$ cat config.mk
export PLATFORM = sky130hd
export DESIGN_NAME = bram_read_arbiter
export DESIGN_NICKNAME = d
export VERILOG_FILES = /design/src/rtl/bram_read_arbiter.sv
export SDC_FILE = /design/constraint.sdc
export NUM_CORES = 1
export LEC_CHECK = 0
export ABC_AREA = 1
export ABC_CLOCK_PERIOD_IN_PS = 6300
export BUFFER_PORTS_ARGS = -buffer_cell sky130_fd_sc_hd__buf_4
export CAP_MARGIN = 20
export CORE_AREA = 2 2 235 237
export CTS_BUF_LIST = sky130_fd_sc_hd__clkbuf_16
export CTS_CLUSTER_SIZE = 25
export DETAILED_ROUTE_END_ITERATION = 12
export DIE_AREA = 0 0 237 239
export SYNTH_ARGS = -nofsm -noshare
export SYNTH_HDL_FRONTEND = slang
export SYNTH_SLANG_ARGS = --single-unit
$ cat constraint.sdc
create_clock -name clk -period 6.3 [get_ports clk]
set_input_delay 1.26 -clock clk [delete_from_list [all_inputs] [get_ports clk]]
set_output_delay 1.26 -clock clk [all_outputs]
set_load 0.02 [all_outputs]
$ cat src/rtl/bram_read_arbiter.sv
// Round-robin arbiter sharing the wide BRAM read port among burst requesters.
// Issues one burst at a time on enb/addrb and tags returned doutb beats with valid/id/last.
module bram_read_arbiter #(
    parameter int NUM_REQ = 4,
    parameter int ADDR_W  = 11,
    parameter int DATA_W  = 256,
    parameter int LEN_W   = 6,
    parameter int RD_LAT  = 2,
    localparam int ID_W   = $clog2(NUM_REQ)
) (
    input  logic                        clk,
    input  logic                        rst,
    input  logic [NUM_REQ-1:0]          req,
    input  logic [NUM_REQ*ADDR_W-1:0]   req_addr,
    input  logic [NUM_REQ*LEN_W-1:0]    req_len,
    output logic [NUM_REQ-1:0]          gnt,
    output logic                        busy,
    output logic                        enb,
    output logic [ADDR_W-1:0]           addrb,
    input  logic [DATA_W-1:0]           doutb,
    output logic                        rd_valid,
    output logic [DATA_W-1:0]           rd_data,
    output logic [ID_W-1:0]             rd_id,
    output logic                        rd_last,
    output logic [NUM_REQ-1:0]          done
);

    typedef enum logic [1:0] {
        IDLE  = 2'd0,
        BURST = 2'd1,
        DRAIN = 2'd2
    } state_t;

    state_t             state_q, state_d;
    logic [ID_W-1:0]    ptr_q;
    logic [ID_W-1:0]    id_q;
    logic [ADDR_W-1:0]  addr_q;
    logic [LEN_W-1:0]   len_q;
    logic [LEN_W-1:0]   beat_q;
    logic               busy_q;

    logic               found;
    logic [ID_W-1:0]    win;
    logic [ID_W-1:0]    idx;
    logic               grant;
    logic               last_beat;

    logic [RD_LAT-1:0]  tag_v;
    logic [RD_LAT-1:0]  tag_last;
    logic [ID_W-1:0]    tag_id [RD_LAT];

    // Round-robin scan starting at ptr_q and wrapping.
    always_comb begin
        found = 1'b0;
        win   = '0;
        idx   = '0;
        for (int unsigned i = 0; i < NUM_REQ; i++) begin
            idx = ID_W'((ptr_q + i) % NUM_REQ);
            if (!found && req[idx]) begin
                found = 1'b1;
                win   = idx;
            end
        end
    end

    assign last_beat = (beat_q == len_q);

    always_comb begin
        state_d = state_q;
        gnt     = '0;
        grant   = 1'b0;
        enb     = 1'b0;
        case (state_q)
            IDLE: begin
                if (found) begin
                    gnt[win] = 1'b1;
                    grant    = 1'b1;
                    state_d  = BURST;
                end
            end
            BURST: begin
                enb = 1'b1;
                if (last_beat) begin
                    state_d = DRAIN;
                end
            end
            DRAIN: begin
                if (rd_last) begin
                    state_d = IDLE;
                end
            end
            default: state_d = IDLE;
        endcase
    end

    always_ff @(posedge clk or posedge rst) begin
        if (rst) begin
            state_q <= IDLE;
            ptr_q   <= '0;
            id_q    <= '0;
            addr_q  <= '0;
            len_q   <= '0;
            beat_q  <= '0;
            busy_q  <= 1'b0;
        end else begin
            state_q <= state_d;
            if (grant) begin
                addr_q <= req_addr[win*ADDR_W +: ADDR_W];
                len_q  <= req_len[win*LEN_W +: LEN_W];
                beat_q <= '0;
                id_q   <= win;
                ptr_q  <= (win == ID_W'(NUM_REQ - 1)) ? '0 : win + 1'b1;
                busy_q <= 1'b1;
            end else if (enb) begin
                // addr_q rolls over naturally at 2^ADDR_W
                addr_q <= addr_q + 1'b1;
                beat_q <= beat_q + 1'b1;
            end
            if (rd_last) begin
                busy_q <= 1'b0;
            end
        end
    end

    // Tags travel alongside the BRAM read latency; reset flushes any in-flight beats.
    always_ff @(posedge clk or posedge rst) begin
        if (rst) begin
            tag_v    <= '0;
            tag_last <= '0;
            for (int unsigned i = 0; i < RD_LAT; i++) begin
                tag_id[i] <= '0;
            end
        end else begin
            tag_v[0]    <= enb;
            tag_last[0] <= enb && last_beat;
            tag_id[0]   <= enb ? id_q : '0;
            for (int unsigned i = 1; i < RD_LAT; i++) begin
                tag_v[i]    <= tag_v[i-1];
                tag_last[i] <= tag_last[i-1];
                tag_id[i]   <= tag_id[i-1];
            end
        end
    end

    assign busy     = busy_q;
    assign addrb    = addr_q;
    assign rd_valid = tag_v[RD_LAT-1];
    assign rd_last  = tag_last[RD_LAT-1];
    assign rd_id    = tag_id[RD_LAT-1];
    assign rd_data  = doutb;

    always_comb begin
        done = '0;
        if (rd_last) begin
            done = NUM_REQ'(1) << rd_id;
        end
    end

endmodule
==> results summary <==
The flow ran to the end, and the final reports show no timing, DRC or antenna violations. The source-to-sink clock delay at the later pin of the worst-skew pair is just under 0.3 ns. The area fraction in compound gates after synthesis came out at 3.17%.

The library cell used as clock root buffer is sky130_fd_sc_hd__clkbuf_16. The DRC violation count after routing came out at 0. The prevailing post-synth register cell is sky130_fd_sc_hd__dfrtp_1.

Routability-driven placement finished with a final weighted congestion of 0.773. For the worst flop-to-flop path, the logic depth is 15. The number of enable-type register cells in the synthesized netlist came out at 0. The violation count after the first detailed-routing iteration came out at 200. The async set-or-reset flop fraction in the synthesized netlist is 100%. In this design, the largest share of critical-path delay is due to simple AND/OR/NAND/NOR gates.

After synthesis the netlist holds a flip-flop and latch count of 38. Yosys printed 0 warnings. The CTS buffer count is 5.

The post-place setup slack is between 1.5 and 2 ns. The number of H-tree branching levels came out at 2. The share of the synthesized area in the top cell type is around two fifths. The post-route non-filler standard cell count is 1269.

The start-to-end type of the worst setup path is in2out. The commonest cells after synthesis are sky130_fd_sc_hd__buf_4, sky130_fd_sc_hd__nand2_1, sky130_fd_sc_hd__inv_1. The hold violation total from the final report is 0. The fraction of the cycle the final worst path needs is about 72%.

The setup slack on the worst flop-to-flop path is 3.45 ns. The post-route clock skew came out at 0.00709 ns. Setup repair after global routing left no endpoint under its margin. The power per unit of standard cell area came out at 473 nW/µm².

The floorplan step defined a die boundary enclosing 56600 µm². The synthesized instance count came out at 729. The starting density of the core came out at under 10%. The die height is approximately 240 µm. The number of clock sinks is 38. The layout net count is 895. The arrival time of data at the critical path endpoint is 3.27 ns. For this block, the routed nets add up to 23400 µm of wire. The path class of the tightest hold or removal check is reg2reg. The initialized floorplan defines 86 standard-cell rows. The number of buffers on the longest clock path came out at 2.

The overall overflow remaining after global route came out at 0. The most critical setup path has its startpoint at req[1]. The via count is 3663. The number of global-route vias before repair came out at ~3800.

The number of buffers and inverters on the critical path came out at 6. The initial antenna violation count came out at 3. Walking the worst path, the cells encountered are buf_4 -> inv_1 -> nand2_2 -> nand3_1 -> nand2_2 -> inv_2 -> nand3_2 -> nand3_4 -> buf_4 -> nor2_4 -> nand2_2 -> inv_1 -> buf_4.

The capturing element type of the critical path is an output pin. The final worst setup slack came out at ~1.8 ns. The master of the slowest instance on the critical path is sky130_fd_sc_hd__nand3_4. The length of the first detailed-routing pass in iterations is 4. Based on the critical path, the design can be clocked at up to 221 MHz. The die is 237 µm wide.

Synthesis instantiated 32 different standard cells from the library. The count of nets left with antenna violations after detail routing came out at 0. For the final routed database, the setup TNS stands at 0 ns. In this run the critical register-to-register path is launched from ptr_q[0]. Ranked by total cell area, the synthesized netlist is headed by sky130_fd_sc_hd__buf_4, sky130_fd_sc_hd__dfrtp_1, sky130_fd_sc_hd__nand2_1. The number of gates resized after CTS was 0. After synthesis the cells add up to 4970 µm².

The placeable core region is 54300 µm². The clock period could shrink to 4.53 ns. IR analysis of the VDD net gives a maximum drop of 0.000112 V. Entering global routing, the biggest net connects 39 pins. The clock-pin transition on the worst setup and hold timing paths is 0.06 ns.

The count of input and output buffers is 98. Headroom to the max-slew limit came out at approximately three fifths. The first global-routing pass estimated 31100 µm of wire. The post-route cell area is about 4700 µm². The number of cells after detailed placement came out at 1259. The highest fanout seen on the critical path came out at 21. When the netlist entered floorplanning its net count stood at 1062. Each instance of the synthesized netlist takes up on average roughly 6.8 µm². The critical path runs through a total of 13 cells. After detailed routing, the average wire length per cell comes to 18.5 µm. The combined global-route utilization of all metal layers came out at 8.00%.

The area added between synthesis and finish came out at -4.60%. The required time at the endpoint of the critical path is 5.04 ns. Using the TritonRoute via totals, the vias-per-cell ratio works out to between 2 and 3. The half-perimeter wire length after placement came out at 19700 µm. The cell area after placement is 4550 µm². The number of maximum-capacitance constraint violations came out at 0.

The post-CTS repair timing setup buffer count is 0. TritonCTS built the clock tree. The cell with the most instances after synthesis is sky130_fd_sc_hd__buf_4. In this run the critical register-to-register path is captured at addrb[1]. The post-route netlist has 25.2% of its cells at a drive strength greater than 1. The post-synthesis cell type with the largest combined area is sky130_fd_sc_hd__buf_4. STA classifies the critical path startpoint as a primary input. The most critical setup path has its endpoint at gnt[1].

The proportion of synthesized chip area in sequential cells is approximately a fifth. The number of pins exceeding their max-slew limit in the final report came out at 0. The worst stage delay on the critical path came out at 0.38 ns.

The simple logic cell fraction of the synthesized area is 27.8%. Of the post-synthesis cell area, the part taken by muxes is 0%. The number of endpoints failing setup at the final stage came out at 0. The static power due to leakage is between 2 and 2.5 nW. The number of hold buffers added after CTS was 0.

The adder and majority cell fraction of the synthesized area is less than 1%. At the pin with the least slew margin, the transition time is 0.606 ns. After synthesis, the largest family of logic cells by area is buffers and inverters.

Of the total synthesized cell area, the portion taken by XOR and XNOR cells is 1.06%. For this design the top-level I/O count stands at 611.
## how the worst min path moves through the flow
| stage | start | end | slack (ns) | cells past startpoint |
|---|---|---|---|---|
| after global routing | tag_last[0] | tag_last[1] | 0.35 | 0 |
| after CTS | tag_v[0] | tag_v[1] | 0.35 | 0 |
| final | tag_v[0] | tag_v[1] | 0.35 | 0 |
| after global placement | tag_id[2] | rd_id[0] | 0.33 | 0 |
| after detailed placement | tag_id[2] | rd_id[0] | 0.33 | 0 |
| after floorplan | tag_id[2] | rd_id[0] | 0.33 | 0 |
## metrics by stage
stage	hold WS (ns)	power, mW	utilization (%)
after floorplan	0.331	1.75	-
after global placement	0.332	1.93	8.37
after detailed placement	0.335	1.94	8.37
after CTS	0.349	2.30	8.72
after global routing	0.350	2.48	8.73
final	0.347	2.25	8.73
## cell usage in the layout, fill, tap and decap left out, drive strengths merged
cell type  netlist  routed
diode            0       2
a21boi           1       1
nand2          160     160
buf            275     101
nand3           48      48
ha               3       3
dfrtp           38      38
a31oi            1       1
or2              3       3
clkbuf           0       5
xor2             3       3
nor3             8       8
clkinv           0       2
xnor2            3       3
nand4           23      23
o22ai            2       2
nor4             2       2
inv             85      84
a21oi            1       1
bufinv           0       2
o211ai           5       5
nor2            56      56
o21ai           11      11
a31o             1       1
## layer usage
metal | wire length (µm) | track usage (%)
met1 | 7940 | 7.95
met2 | 9710 | 11.6
met3 | 3660 | 5.05
met4 | 2120 | 6.94
met5 | 13 | 0
## power breakdown
group,internal (mW),total (mW),switching [mW]
registers,0.361,0.490,0.129
clock network,0.228,0.339,0.112
logic,0.449,1.42,0.967
total,1.04,2.25,1.21
## cell type report
type	instances	area, µm²
Sequential cell	38	951
Tap cell	704	881
Fill cell	6354	49600
Multi-Input combinational cell	331	1630
Clock buffer	5	125
Inverter	85	324
Timing Repair Buffer	101	758
Clock inverter	3	68.8
Antenna cell	2	5.00
## logic make-up (layout without fill, tap and decap cells)
group	Yosys count	in the layout
and+or+nand+nor	300	300
DFF	38	38
adders and majority gates	3	3
other	0	2
AOI/OAI and AO/OA	22	22
buffers and inverters	360	194
xor gates and xnor gates	6	6
## sequential cells by signal, indices dropped and copies added, names as in the netlist
signal / count
addrb: 11
beat_q: 6
len_q: 6
id_q: 2
ptr_q: 2
rd_id: 2
state_q: 2
tag_id: 2
tag_last: 2
tag_v: 2
busy: 1
Power figures use the tool's default switching activity.
